$ cat config.mk
export PLATFORM = sky130hd
export DESIGN_NAME = layer_out_serializer
export DESIGN_NICKNAME = d
export VERILOG_FILES = /design/src/rtl/layer_out_serializer_pkg.sv /design/src/rtl/layer_out_serializer.sv
export SDC_FILE = /design/constraint.sdc
export NUM_CORES = 1
export LEC_CHECK = 0
export ABC_AREA = 1
export CORE_ASPECT_RATIO = 1.1
export CORE_UTILIZATION = 35
export DETAILED_ROUTE_END_ITERATION = 16
export PLACE_DENSITY_LB_ADDON = 0.3
export SLEW_MARGIN = 20
export SYNTH_ARGS = -nofsm -noshare
export SYNTH_HDL_FRONTEND = slang
export SYNTH_SLANG_ARGS = --single-unit
export TNS_END_PERCENT = 30
$ cat constraint.sdc
create_clock -name clk -period 16.3 [get_ports clk]
set_clock_uncertainty 0.15 [all_clocks]
set_input_delay 4.89 -clock clk [delete_from_list [all_inputs] [get_ports clk]]
set_output_delay 4.89 -clock clk [all_outputs]
set_load 0.05 [all_outputs]
$ cat src/rtl/layer_out_serializer_pkg.sv
// Shared types and width helpers for the layer output serializer.
// Element widths come from the shared include.v macros; defaults below apply only when it is absent.
`ifndef dataWidth
`define dataWidth 16
`endif
`ifndef ROM_bitwidth
`define ROM_bitwidth 8
`endif

package layer_out_serializer_pkg;

    localparam int DATA_W = `dataWidth;
    localparam int ROM_W  = `ROM_bitwidth;
    localparam int OL_W   = 2 * DATA_W + 1;

    typedef enum logic {
        IDLE  = 1'b0,
        SHIFT = 1'b1
    } state_e;

    // Sigmoid outputs are non-negative: zero-extend, or keep the low bits when narrowing.
    function automatic logic [DATA_W-1:0] widen(input logic [ROM_W-1:0] v);
        return DATA_W'(v);
    endfunction

endpackage

$ cat src/rtl/layer_out_serializer.sv
// Captures one layer's parallel neuron outputs and replays them as a ready/valid stream
// feeding the next layer, one element per accepted transfer.
module layer_out_serializer
    import layer_out_serializer_pkg::*;
#(
    parameter int numNeurons = 25,
    parameter int layerNo    = 1
) (
    input  logic                        clk,
    input  logic                        rst,
    input  logic [numNeurons-1:0]       x_valid,
    input  logic [numNeurons*ROM_W-1:0] x_in,
    input  logic                        out_ready,
    output logic [DATA_W-1:0]           out_data,
    output logic                        out_valid,
    output logic                        out_last,
    output logic [OL_W-1:0]             out_layer,
    output logic                        busy,
    output logic                        overrun
);

    localparam int CW = $clog2(numNeurons) + 1;
    localparam int IW = (numNeurons > 1) ? $clog2(numNeurons) : 1;
    localparam logic [CW-1:0] LAST = CW'(numNeurons - 1);

    state_e            r_state, w_next_state;
    logic [CW-1:0]     r_cnt, w_next_cnt;
    logic [DATA_W-1:0] r_buf [numNeurons];
    logic [DATA_W-1:0] r_out_data;
    logic              r_out_valid, r_out_last, r_busy, r_overrun;
    logic              w_capture, w_fire, w_load, w_set_ovr;
    logic [IW-1:0]     w_next_idx;
    logic              w_unused_valid;

    // Only neuron 0 signals the capture; the other valid bits carry no extra information.
    assign w_capture      = x_valid[0];
    assign w_unused_valid = &x_valid;
    assign w_fire         = (r_state == SHIFT) && out_ready;
    assign w_next_idx     = w_next_cnt[IW-1:0];

    always_comb begin
        // NOTE: every combinational output gets a default first so no path can infer a latch.
        w_next_state = r_state;
        w_next_cnt   = r_cnt;
        w_load       = 1'b0;
        w_set_ovr    = 1'b0;
        unique case (r_state)
            IDLE: begin
                if (w_capture) begin
                    w_load       = 1'b1;
                    w_next_cnt   = '0;
                    w_next_state = SHIFT;
                end
            end
            SHIFT: begin
                if (w_fire && r_cnt == LAST) begin
                    w_next_cnt = '0;
                    if (w_capture) w_load = 1'b1;
                    else           w_next_state = IDLE;
                end else begin
                    if (w_fire)    w_next_cnt = r_cnt + 1'b1;
                    if (w_capture) w_set_ovr  = 1'b1;
                end
            end
            default: w_next_state = IDLE;
        endcase
    end

    // NOTE: the element buffer is never read before a capture writes it, so it carries no reset.
    always_ff @(posedge clk) begin
        if (w_load && !rst) begin
            for (int k = 0; k < numNeurons; k++) begin
                r_buf[k] <= widen(x_in[k*ROM_W +: ROM_W]);
            end
        end
    end

    // NOTE: all state uses non-blocking assignments so every register samples pre-edge values.
    always_ff @(posedge clk) begin
        if (rst) begin
            r_state     <= IDLE;
            r_cnt       <= '0;
            r_out_valid <= 1'b0;
            r_out_last  <= 1'b0;
            r_busy      <= 1'b0;
            r_overrun   <= 1'b0;
            r_out_data  <= '0;
        end else begin
            r_state     <= w_next_state;
            r_cnt       <= w_next_cnt;
            r_out_valid <= (w_next_state == SHIFT);
            r_busy      <= (w_next_state == SHIFT);
            r_out_last  <= (w_next_state == SHIFT) && (w_next_cnt == LAST);
            r_overrun   <= r_overrun | w_set_ovr;
            // A fresh capture bypasses the buffer so element 0 appears on the very next cycle.
            if (w_load)
                r_out_data <= widen(x_in[0 +: ROM_W]);
            else if (w_next_state == SHIFT)
                r_out_data <= r_buf[w_next_idx];
        end
    end

    assign out_data  = r_out_data;
    assign out_valid = r_out_valid;
    assign out_last  = r_out_last;
    assign busy      = r_busy;
    assign overrun   = r_overrun;
    assign out_layer = OL_W'(layerNo + 1);

endmodule

==> impl_metrics.yaml <==
placement:
  place_hpwl_microns: 16700
  port-buffer-count: 215
  place_inst: 1494
  place.gp.congestion: 0.826
global_route:
  grt_use_met2_pct: 30.7
  gr-usage-met1_pct: 23.1
  grt_remaining_overflow: 0
  grt_pass1_vias: 6876
  grt_usage_pct: 18.1
  antenna_found_initial: 0
  grt_max_degree: 208
  grt_busiest_layer: "met2"
  use_met3_pct: 3.57
  grt_pass1_wl_microns: 38800
timing:
  max_freq_mhz: 111
  setup_viol: 0
  worstMarginPinSlew_ns: 1.02
  finalCriticalPeriod_ns: 9.03
  finalHoldViolations: 0
  slew_headroom_pct: 32.2
  rsz0062_at_grt: "false"
  fin_crit_sh_pct: 55.4
  tns_ns: 0
  slew_violations: 0
routing:
  drt-total-wl_microns: 25400
  routed_via_density: 4.57
  drc: 0
  wire_per_inst_microns: 16.5
  num_vias: 7036
  postRouteAntennaNets: 0
  dr.pass1.iters: 5
  drt_iter0_markers: 433
outcome:
  status: "finished, final reports clean"
worst_setup_path:
  r2r_slack_ns: 11.52
  crit_fanout: 80
  critPathCaptureType: "register"
  cp.arrival_ns: 9.34
  required_ns: 16.61
  start_kind: "primary input"
  crit_type: "in -> reg"
cells_and_area:
  nNetsFinal: 1395
  drive_gt1_share_pct: 5.33
  area_delta_synth_final_pct: 32.3
  final_cells: 1540
  n_fill_cell: 2529
  antenna_cells: 0
die:
  core-area_sq_um: 27000
  die_h_microns: 176
  initial_core_util_pct: 35.7
  die_w_microns: 160
  core.rowCount: 63
  pin_count: 281
  dieArea_sq_um: 28200
clocking:
  postCtsSetupRepairBufs: 0
  htree_levels: 1
  clk_pin_slew_worst_paths_ns: 0.06
  clock_latency_ns: 0.53
  cts-hold-fix-buffers: 0
  cts_resized: 0
  clockBufferDepth: 3
  cts_root_buf: "clkbuf_16"
  cts_made_buffers: 25
  cts_sinks: 217
  cts_tree: "built"
synth:
  syn_area_per_cell_sq_um: 10.0
  yosysSeqAreaShare_pct: 66.0
  yosys_warnings: 0
  syn_area_sq_um: 9620
  synthDistinctLibCells: 33
  ys_ff_latch: 217
  syn_inst: 959
power_and_ir_drop:
  ir_drop_uv: 78.4
  finalPower_mw: 1.33
  leakage_nw: 5.12
  power.density_nw_per_um2: 105
worst_hold_path:
  hold_path_class: "reg -> reg"
job:
  drv_cap: 0
## synthesized netlist by cell type, drive strengths merged
master	count	area share [%]
ha	2	0.26
clkinv	9	0.35
edfxtp	200	62
o22ai	2	0.20
or2	1	0.065
nor2	27	1.4
dfxtp	17	3.5
a21boi	1	0.078
nand4	1	0.065
a31oi	1	0.065
inv	33	1.3
conb	2	0.078
clkbuf	10	0.39
a21oi	18	0.94
nand3b	2	0.20
o21ai	13	0.75
buf	70	5.0
nand3	85	4.6
nand2	464	18
nor3	1	0.052
## path summary, 6_finish.rpt
| kind | depth (start not counted) | endpoint | start |
|---|---|---|---|
| min reg2reg | 2 | out_data[5] | out_data[5] |
| max | 18 | out_data[7] | out_ready |
| min | 2 | out_data[5] | out_data[5] |
| max reg2reg | 17 | out_data[7] | r_cnt[0] |
## per-stage QoR
stage | worst slack, ns | hold slack (ns) | utilization (%) | cell area (sq um)
global placement | 6.78 | 0.288 | 44.1 | 11900
CTS | 7.24 | 0.302 | 47.1 | 12700
global route | 6.83 | 0.310 | 47.2 | 12700
detailed placement | 6.73 | 0.288 | 44.1 | 11900
floorplan | 5.99 | 0.346 | - | 9770
finish | 7.27 | 0.300 | 47.2 | 12700
## power breakdown
group / total (mW) / internal, mW / switching, mW
clock: 0.552 / 0.333 / 0.219
combinational: 0.143 / 0.0617 / 0.0814
sequential: 0.639 / 0.634 / 0.00583
## cell type report
cell class	instances	area (sq um)	area share, %
flip-flops and latches	217	6350	49.9
multi-input cells	659	2740	21.6
repair buffers	220	2220	17.5
clock buffers	32	662	5.20
well taps	357	447	3.51
inverters	42	158	1.24
clock inverters	13	145	1.14
## layer usage
layer	part of all wire [%]	up-vias
met5	0	-
met4	2.6	0
met3	6.4	44
met2	49	254
met1	42	3250
li1	-	3488
## critical path, stage by stage
cell             delay, ns
clkdlybuf4s50_1       0.50
nand2_1               0.09
nand2_1               0.07
nand2_1               0.06
inv_2                 0.06
nand3_4               0.62
nand2_4               0.63
buf_4                 0.74
inv_2                 0.44
nor2_1                0.43
nand2_1               0.10
nand3_1               0.12
nand2_1               0.07
nand3b_1              0.09
nand2_1               0.06
clkinv_1              0.04
nand3_1               0.05
nand2_1               0.09
## registers in the layout (all words and copies together), names as in the netlist
name	count
out_data	8
busy	1
r_buf	200
r_cnt	6
out_last	1
overrun	1
## placed cells by master (no fill, tap or decap), types with 4 or more instances in the layout
master	Yosys	final
nor2_1	21	21
nand3_1	84	84
clkbuf_1	10	6
nand2_1	459	459
inv_2	6	6
clkbuf_16	0	25
dfxtp_1	17	17
clkdlybuf4s50_1	0	215
conb_1	2	41
nor2_2	4	4
edfxtp_1	200	200
nand2_2	4	4
inv_1	27	27
clkinv_1	9	13
a21oi_1	18	18
o21ai_0	11	11
## logic make-up (layout without fill, tap and decap cells)
| kind of cell | count (synthesis) | count (layout) | synth area share, % |
|---|---|---|---|
| AO/OA/AOI/OAI | 35 | 35 | 2.03 |
| adder cells (fa/ha/maj) | 2 | 2 | 0.260 |
| AND/OR/NAND/NOR | 581 | 581 | 24.6 |
| flip-flops | 217 | 217 | 66.0 |
| buffers and inverters | 122 | 307 | 7.04 |
| other | 2 | 41 | 0.0781 |
Note: power is estimated with default switching activity, not from simulation.
